### src/rtl/grf_wb_queue.sv
// grf_wb_queue: in-order write-back FIFO draining one register write per cycle onto the GRF port.
// Define GRF_WB_BYPASS_EN to build the newest-pending-value bypass lookup.
module grf_wb_queue #(
    parameter int unsigned DEPTH = 4,
    parameter int unsigned AW    = 2
) (
    input  logic          clk,
    input  logic          reset,
    input  logic          in_valid,
    output logic          in_ready,
    input  logic [4:0]    in_addr,
    input  logic [31:0]   in_data,
    input  logic [31:0]   in_pc,
    input  logic          drain_en,
    output logic          grf_we,
    output logic [4:0]    grf_a3,
    output logic [31:0]   grf_wd,
    output logic [31:0]   grf_pc,
    output logic [AW:0]   count,
    input  logic [4:0]    rd_addr1,
    input  logic [4:0]    rd_addr2,
    output logic          byp_hit1,
    output logic [31:0]   byp_data1,
    output logic          byp_hit2,
    output logic [31:0]   byp_data2
);

    localparam logic [AW:0] LP_DEPTH = (AW+1)'(DEPTH);

    logic [4:0]    r_addr [DEPTH];
    logic [31:0]   r_data [DEPTH];
    logic [31:0]   r_pc   [DEPTH];
    logic [AW-1:0] r_wr_ptr;
    logic [AW-1:0] r_rd_ptr;
    logic [AW:0]   r_count;

    logic w_nonempty;
    logic w_push;
    logic w_pop;

    assign w_nonempty = (r_count != '0);
    assign in_ready   = (r_count < LP_DEPTH);
    // Writes to $0 complete the handshake but never enter the queue.
    assign w_push     = in_valid & in_ready & (in_addr != 5'd0);
    assign w_pop      = w_nonempty & drain_en;

    always_ff @(posedge clk or negedge reset) begin
        if (!reset) begin
            r_wr_ptr <= '0;
            r_rd_ptr <= '0;
            r_count  <= '0;
        end else begin
            if (w_push) r_wr_ptr <= r_wr_ptr + AW'(1);
            if (w_pop)  r_rd_ptr <= r_rd_ptr + AW'(1);
            if (w_push && !w_pop)      r_count <= r_count + (AW+1)'(1);
            else if (!w_push && w_pop) r_count <= r_count - (AW+1)'(1);
        end
    end

    always_ff @(posedge clk) begin
        if (w_push) begin
            r_addr[r_wr_ptr] <= in_addr;
            r_data[r_wr_ptr] <= in_data;
            r_pc[r_wr_ptr]   <= in_pc;
        end
    end

    assign count  = r_count;
    assign grf_we = w_pop;
    assign grf_a3 = w_nonempty ? r_addr[r_rd_ptr] : 5'd0;
    assign grf_wd = w_nonempty ? r_data[r_rd_ptr] : 32'd0;
    assign grf_pc = w_nonempty ? r_pc[r_rd_ptr]   : 32'd0;

`ifdef GRF_WB_BYPASS_EN
    // Walk oldest to youngest so the last match (youngest) wins.
    always_comb begin
        logic [AW-1:0] w_idx;
        byp_hit1  = 1'b0;
        byp_data1 = 32'd0;
        byp_hit2  = 1'b0;
        byp_data2 = 32'd0;
        w_idx     = '0;
        for (int unsigned i = 0; i < DEPTH; i++) begin
            w_idx = r_rd_ptr + AW'(i);
            if ((AW+1)'(i) < r_count) begin
                if ((rd_addr1 != 5'd0) && (r_addr[w_idx] == rd_addr1)) begin
                    byp_hit1  = 1'b1;
                    byp_data1 = r_data[w_idx];
                end
                if ((rd_addr2 != 5'd0) && (r_addr[w_idx] == rd_addr2)) begin
                    byp_hit2  = 1'b1;
                    byp_data2 = r_data[w_idx];
                end
            end
        end
    end
`else
    logic w_unused;
    assign w_unused  = ^{rd_addr1, rd_addr2};
    assign byp_hit1  = 1'b0;
    assign byp_data1 = 32'd0;
    assign byp_hit2  = 1'b0;
    assign byp_data2 = 32'd0;
`endif

endmodule
### config.mk
export PLATFORM = sky130hd
export DESIGN_NAME = grf_wb_queue
export DESIGN_NICKNAME = d
export VERILOG_FILES = /design/src/rtl/grf_wb_queue.sv
export SDC_FILE = /design/constraint.sdc
export NUM_CORES = 1
export LEC_CHECK = 0
export CAP_MARGIN = 20
export CORE_ASPECT_RATIO = 0.5
export CORE_UTILIZATION = 52
export DETAILED_ROUTE_END_ITERATION = 7
export GPL_TIMING_DRIVEN = 0
export PLACE_DENSITY = 0.8
export SLEW_MARGIN = 15
export SYNTH_ARGS = -nofsm -noshare
export SYNTH_HDL_FRONTEND = slang
export SYNTH_SLANG_ARGS = --single-unit
### constraint.sdc
create_clock -name clk -period 2.4 [get_ports clk]
set_input_delay 0.24 -clock clk [delete_from_list [all_inputs] [get_ports clk]]
set_output_delay 0.24 -clock clk [all_outputs]
set_load 0.02 [all_outputs]
==> results.txt, run 1 <==
MaxCap Viol Count -> 0
Switching Power -> 5.50 mW
Die Span Y -> 107 um
WL met3 -> 919 um
Top Layer Used -> met4
CP required -> 2.16 ns
Slowest CP cell -> mux4_2
Total Wirelength -> 21200 um
Final worst path period share -> 99.3%
Layout cell share with drive strength beyond 1 -> 36.3%
Clock transition at the registers of the reported paths -> 0.06 ns
Cell variety after synth -> 22
Peak VDD IR -> 0.736 mV
Mux cell area share after synthesis -> 13.9%
Reg2Reg Depth -> 8
Worst-case clock buffer depth -> 3
Most used cell, CP -> buf_12
Sw Share -> 31.7%
Max Transition Viols Final -> 0
CTS Buf Count -> 25
Met1 wire length -> 9080 um
Hold Path Class -> input pin to flop
WL per Instance -> 19.2 um
LEAKAGE -> 5.17 nW
Outcome -> finished clean
CTS root buffer -> clkbuf_16
Worst slew pin tran -> 0.654 ns
Final ANT Viol Nets -> 0
First-pass GRT wire length -> 32100 um
Top-count cell post-synth -> edfxtp_1
Core area -> 0.0210 mm^2
Post-Synth XOR/XNOR Area -> 0.463%
Fmax -> 420 MHz
# IOs -> 223
Synth Area in Compound Gates -> 0.187%
N_diodes -> 0
GRT overflow -> 0
Synthesis-stage register bit count -> 283
Most common flop cell mapped by yosys -> edfxtp_1
Syn Inst Count -> 541
Mapped Area -> 0.0114 mm^2
Row count -> 37
Count of final hold-check violations -> 0
Iter 0 DRT Violations -> 320
Placer Congestion -> 0.685
CP Class -> flop to output port
Clk sink count -> 283
Post-DR vias/cell -> 4.95
Nets -> 881
Clock latency on the worst-skew pair -> 0.52 ns
Slew HR -> 56.4%
Initial core utilization -> 54.2%
Cell area after layout -> 0.0143 mm^2
Comb power frac -> 40.3%
Setup TNS -> 0 ns
Synth Area in Simple Gates -> 4.29%
Via total after detailed routing -> 5450
Area leader, netlist -> edfxtp_1
Synth Area in Adders -> 0.727%
Seq/Total Area, Yosys -> 74.5%
Clk pwr share -> 22.8%
Largest family of logic cells by synthesized area -> multiplexers
Tmin final -> 2.38 ns
Async SR Flop Fraction -> 2.47%
Syn_area_per_cell -> 21.0 um^2
Internal power -> 11.8 mW
Total Routing Usage GR -> 19.1%
Final setup fails -> 0
Met2 routed WL -> 10900 um
Power Dens Cells -> 1210 mW/mm^2
CTS tree -> done
Syn. warnings -> 0
Die ar. -> 0.0225 mm^2
Worst path cell trace -> buf_12 -> buf_12 -> buf_4 -> mux4_2 -> and2_1 -> buf_2
Worst hold path depth -> 1
HPWL Detailed -> 13300 um
Setup crit start kind -> flop
Worst Path Max Fanout -> 7
Synth top cells by count -> 276 x edfxtp_1, 69 x and2_1, 69 x mux4_2, 67 x buf_4, 10 x clkbuf_1
Layout area overhead -> 26.2%
Critical path data arrival time -> 2.14 ns
Number of global-route vias before repair -> 5699
Seq pwr share -> 36.9%
Number of synthesized flops with an enable pin -> 276
Largest cells by area after synthesis -> edfxtp_1 73%, mux4_2 14%, buf_4 4.4%
Clock skew -> 0.0166 ns
IO Port Bufs -> 146
Initial antenna violation count -> 0
CP Capture Type -> output port
DRT Pass-1 Iters -> 4
Die X -> 211 um
Pin count of the biggest net entering global routing -> 47
Cell Area, Placed -> 0.0135 mm^2
# H-tree levels -> 1
# DRC -> 0
Top cell type's share of synthesized area -> 73.0%
RSZ-0062 raised after global routing -> yes
Largest stage delay, worst path -> 0.47 ns
-- cell families after synthesis --
logic type,after synthesis
flip-flops,283
buffers and inverters,95
AO/OA/AOI/OAI,1
AND/OR/NAND/NOR,78
multiplexers,71
adder cells (fa/ha/maj),6
other,1
XOR/XNOR,6
-- path summary, 6_finish.rpt --
| path | from | endpoint | slack [ns] |
|---|---|---|---|
| worst min-delay path | in_pc[14] | r_pc[0][14] | 0.35 |
| worst max register to register | count[1] | count[2] | 0.20 |
| worst max-delay path | r_rd_ptr[0] | grf_wd[17] | 0.02 |
| worst min register to register | count[0] | count[0] | 0.58 |
| min in group asynchronous | reset | count[0] | 0.55 |
| max in group asynchronous | reset | r_rd_ptr[0] | 1.59 |
-- registers in the layout, indices dropped and copies added, names as in the netlist --
register / count
r_data: 128
r_rd_ptr: 2
r_pc: 128
r_addr: 20
r_wr_ptr: 2
count: 3
-- final cells by class --
class	count	area (um^2)
Inverter	5	18.8
Fill cell	1387	6640
Tap cell	292	365
Buffer	89	752
Multi-Input combinational cell	228	2510
Clock buffer	30	644
Timing Repair Buffer	160	1420
Clock inverter	15	166
Sequential cell	283	8470
-- metrics by stage --
step                cells  hold slack [ns]  utilization, %  power, mW  setup WS [ns]
detailed placement   1048            0.522            64.5       13.7         -0.202
floorplan             606          -0.0556               -       10.8          0.128
global placement     1044            0.519            64.0       13.5         -0.782
global route         1102            0.344            68.4       18.1        -0.0510
finish               1102            0.354            68.4       17.3         0.0175
CTS                  1093            0.328            67.3       17.0         -0.102
-- worst max-delay path: cells and delay by family (launching register included) --
| family | cells | cell delay [ns] |
|---|---|---|
| and+or+nand+nor | 1 | 0.16 |
| buffers and inverters | 4 | 0.57 |
| muxes | 1 | 0.47 |
| DFF | 1 | 0.42 |
-- layer usage --
metal  GRT usage [%]  vias to the layer above
li1                -                     2509
met1            25.3                     2772
met2            33.5                      144
met3            3.25                       25
met4            3.88                        0
met5               0                        -
-- cell usage in the layout, fill, tap and decap left out, drive strengths merged --
master,netlist,routed
edfxtp,276,276
clkdlybuf4s15,0,1
dlygate4sd2,0,1
xor2,1,1
clkinv,0,10
clkbuf,10,43
conb,1,66
o311a,1,1
dfrtp,7,7
inv,5,6
fa,1,1
clkdlybuf4s50,0,76
xnor2,5,5
mux4,69,69
and2,73,73
mux2,2,2
dlygate4sd3,0,1
ha,5,5
bufinv,0,3
nor2,1,1
clkinvlp,0,1
nand2,1,1
or3,2,2
nand3,1,1
buf,80,157
-- power by group through the flow --
stage               clock network, mW  logic [mW]  registers, mW
floorplan                           0        4.31           6.46
global placement                    0        7.06           6.47
detailed placement                  0        7.18           6.48
CTS                              4.02        6.59           6.38
global route                     4.20        7.45           6.43
finish                           3.95        6.98           6.38
-- what timing repair did --
item,4_1_cts,5_1_grt
gates cloned,0,3
pin swaps,1,1
setup buffers,0,6
hold buffers,1,0
hold endpoints to repair,7,0
setup endpoints to repair,72,42
resized for setup,303,39
Power figures use the tool's default switching activity.
==> inputs of run 2 (changes only) <==
--- a/config.mk
+++ b/config.mk
@@ -9,7 +9,7 @@
 export CORE_ASPECT_RATIO = 0.5
 export CORE_UTILIZATION = 52
 export DETAILED_ROUTE_END_ITERATION = 7
-export GPL_TIMING_DRIVEN = 0
+export GPL_TIMING_DRIVEN = 1
 export PLACE_DENSITY = 0.8
 export SLEW_MARGIN = 15
 export SYNTH_ARGS = -nofsm -noshare
==> run 2 against run 1 <==
The run now ends with negative setup slack left. Total power is 5.8% higher. Combinational power grew 14%. Cell area down 0.30%. Final cell count down 5.3%. Via count is 0.68% lower. Sequential cell count unchanged. Critical endpoint is now grf_wd[16].
==> results.txt, run 2 (synthesized netlist as in run 1, its figures left out) <==
Outcome -> finished, violations left
Failing checks -> negative setup slack
CTS root buffer -> clkbuf_16
CTS tree -> done
Clock transition at the registers of the reported paths -> 0.06 ns
Pwr Total -> 18.3 mW
Top flop regs -> r_data: 128 flops, r_pc: 128 flops, r_addr: 20 flops
RSZ-0062 raised after global routing -> yes
Nets -> 823
Die Span Y -> 107 um
CTS Buf Count -> 25
# DRC -> 0
CP Buf/Inv Count -> 4
Max Transition Viols Final -> 0
Count of final hold-check violations -> 0
# IOs -> 223
R2r startpoint -> count[1]
Worst path cell trace -> buf_12 -> buf_8 -> clkbuf_16 -> mux4_2 -> and2_4 -> buf_6
Worst Path Max Fanout -> 6
N_diodes -> 0
GRT overflow -> 0
Layout area overhead -> 25.8%
Setup TNS -> -0.139 ns
Initial core utilization -> 54.2%
Crit path to -> grf_wd[16]
Crit path launch -> r_rd_ptr[0]
DRT Pass-1 Iters -> 4
Final ANT Viol Nets -> 0
Die X -> 211 um
Worst-case clock buffer depth -> 3
Hold Path Class -> input pin to flop
Most frequent cells in the layout -> 276 x edfxtp_1, 76 x clkdlybuf4s50_1, 69 x mux4_2
Internal power -> 12.6 mW
Reg2Reg Setup Slack -> 0.25 ns
Comb power frac -> 43.5%
Cell area after layout -> 0.0143 mm^2
Setup crit start kind -> flop
IO Port Bufs -> 146
Cell Area, Placed -> 0.0132 mm^2
Reg2Reg Depth -> 8
Commonest non-fill, non-tap cell in the layout -> edfxtp_1
Stages on the worst setup path -> 6
Core area -> 0.0210 mm^2
# H-tree levels -> 1
Critical path data arrival time -> 2.19 ns
Worst hold path depth -> 1
Post-DR vias/cell -> 5.18
CP Class -> flop to output port
Sw Share -> 31.2%
Placer Congestion -> 0.706
Final worst path period share -> 101%
MaxCap Viol Count -> 0
Setup ws final -> -0.0311 ns
Number of global-route vias before repair -> 5713
CP top delay family -> buffers and inverters
Die ar. -> 0.0225 mm^2
Slowest CP cell -> dfrtp_4
Peak VDD IR -> 0.856 mV
Initial antenna violation count -> 0
Final setup fails -> 10
Via total after detailed routing -> 5413
First-pass GRT wire length -> 32800 um
Non-Filler Instances -> 1044
Largest stage delay, worst path -> 0.52 ns
Placed cells -> 980
Clock skew -> 0.00823 ns
Place WS -> -0.0338 ns
Reg2reg end -> count[2]
CP Capture Type -> output port
LEAKAGE -> 5.03 nW
Layout cell share with drive strength beyond 1 -> 34.0%
Seq pwr share -> 35.0%
Power Dens Cells -> 1280 mW/mm^2
Total Routing Usage GR -> 19.8%
Clk sink count -> 283
Final hold slack -> 0.358 ns
Final Util -> 68.2%
WL per Instance -> 20.9 um
Clk pwr share -> 21.5%
Iter 0 DRT Violations -> 284
Total Wirelength -> 21900 um
Row count -> 37
Tmin final -> 2.43 ns
Switching Power -> 5.71 mW
CP required -> 2.16 ns
Fmax -> 411 MHz
Clock latency on the worst-skew pair -> 0.51 ns
Pin count of the biggest net entering global routing -> 48
HPWL Detailed -> 12300 um
==> run 2: cell type report <==
cell class | instances | area, um^2
Clock buffer | 28 | 637
Clock inverter | 17 | 161
Multi-Input combinational cell | 228 | 2570
Tap cell | 292 | 365
Timing Repair Buffer | 191 | 2070
Fill cell | 1332 | 6680
Sequential cell | 283 | 8470
Inverter | 5 | 18.8
==> run 2: worst register-to-register path, stage by stage (launching register included) <==
cell and delay, ns:
dfrtp_1 0.42, or3_4 0.45, nand2_1 0.17, ha_1 0.20
inv_1 0.06, fa_1 0.37, xor2_1 0.17, nor2_1 0.07
xnor2_1 0.12
==> run 2: worst min-delay path by stage <==
stage                   end  slack, ns  startpoint
2_1_floorplan      count[0]      -0.06       reset
3_3_place_gp       count[2]       0.52       reset
3_5_place_dp       count[0]       0.53       reset
4_1_cts        r_data[1][7]       0.34  in_data[7]
5_1_grt        r_data[1][7]       0.36  in_data[7]
6_report        r_pc[0][11]       0.36   in_pc[11]
==> run 2: power groups by stage <==
| stage | Combinational [mW] | Clock (mW) | Sequential [mW] |
|---|---|---|---|
| 2_1_floorplan | 4.31 | 0 | 6.46 |
| 3_3_place_gp | 7.06 | 0 | 6.55 |
| 3_5_place_dp | 7.11 | 0 | 6.60 |
| 4_1_cts | 7.09 | 4.01 | 6.41 |
| 5_1_grt | 8.46 | 4.18 | 6.46 |
| 6_report | 7.96 | 3.94 | 6.41 |
==> run 2: timing repair <==
action                     in CTS  in global routing
hold endpoints to repair        7                  0
cloned                          4                  3
setup endpoints to repair      70                 50
hold buffers                    1                  0
buffers inserted               10                  2
pin swaps                       5                 12
resized for setup             282                 93
==> run 2: metal layers <==
layer / vias up / wire length, um / global-route usage (%)
met5: - / 0 / 0
met4: 0 / 385 / 5.18
met3: 26 / 1190 / 3.07
met2: 181 / 11500 / 35.1
met1: 2822 / 8760 / 25.8
li1: 2384 / - / -
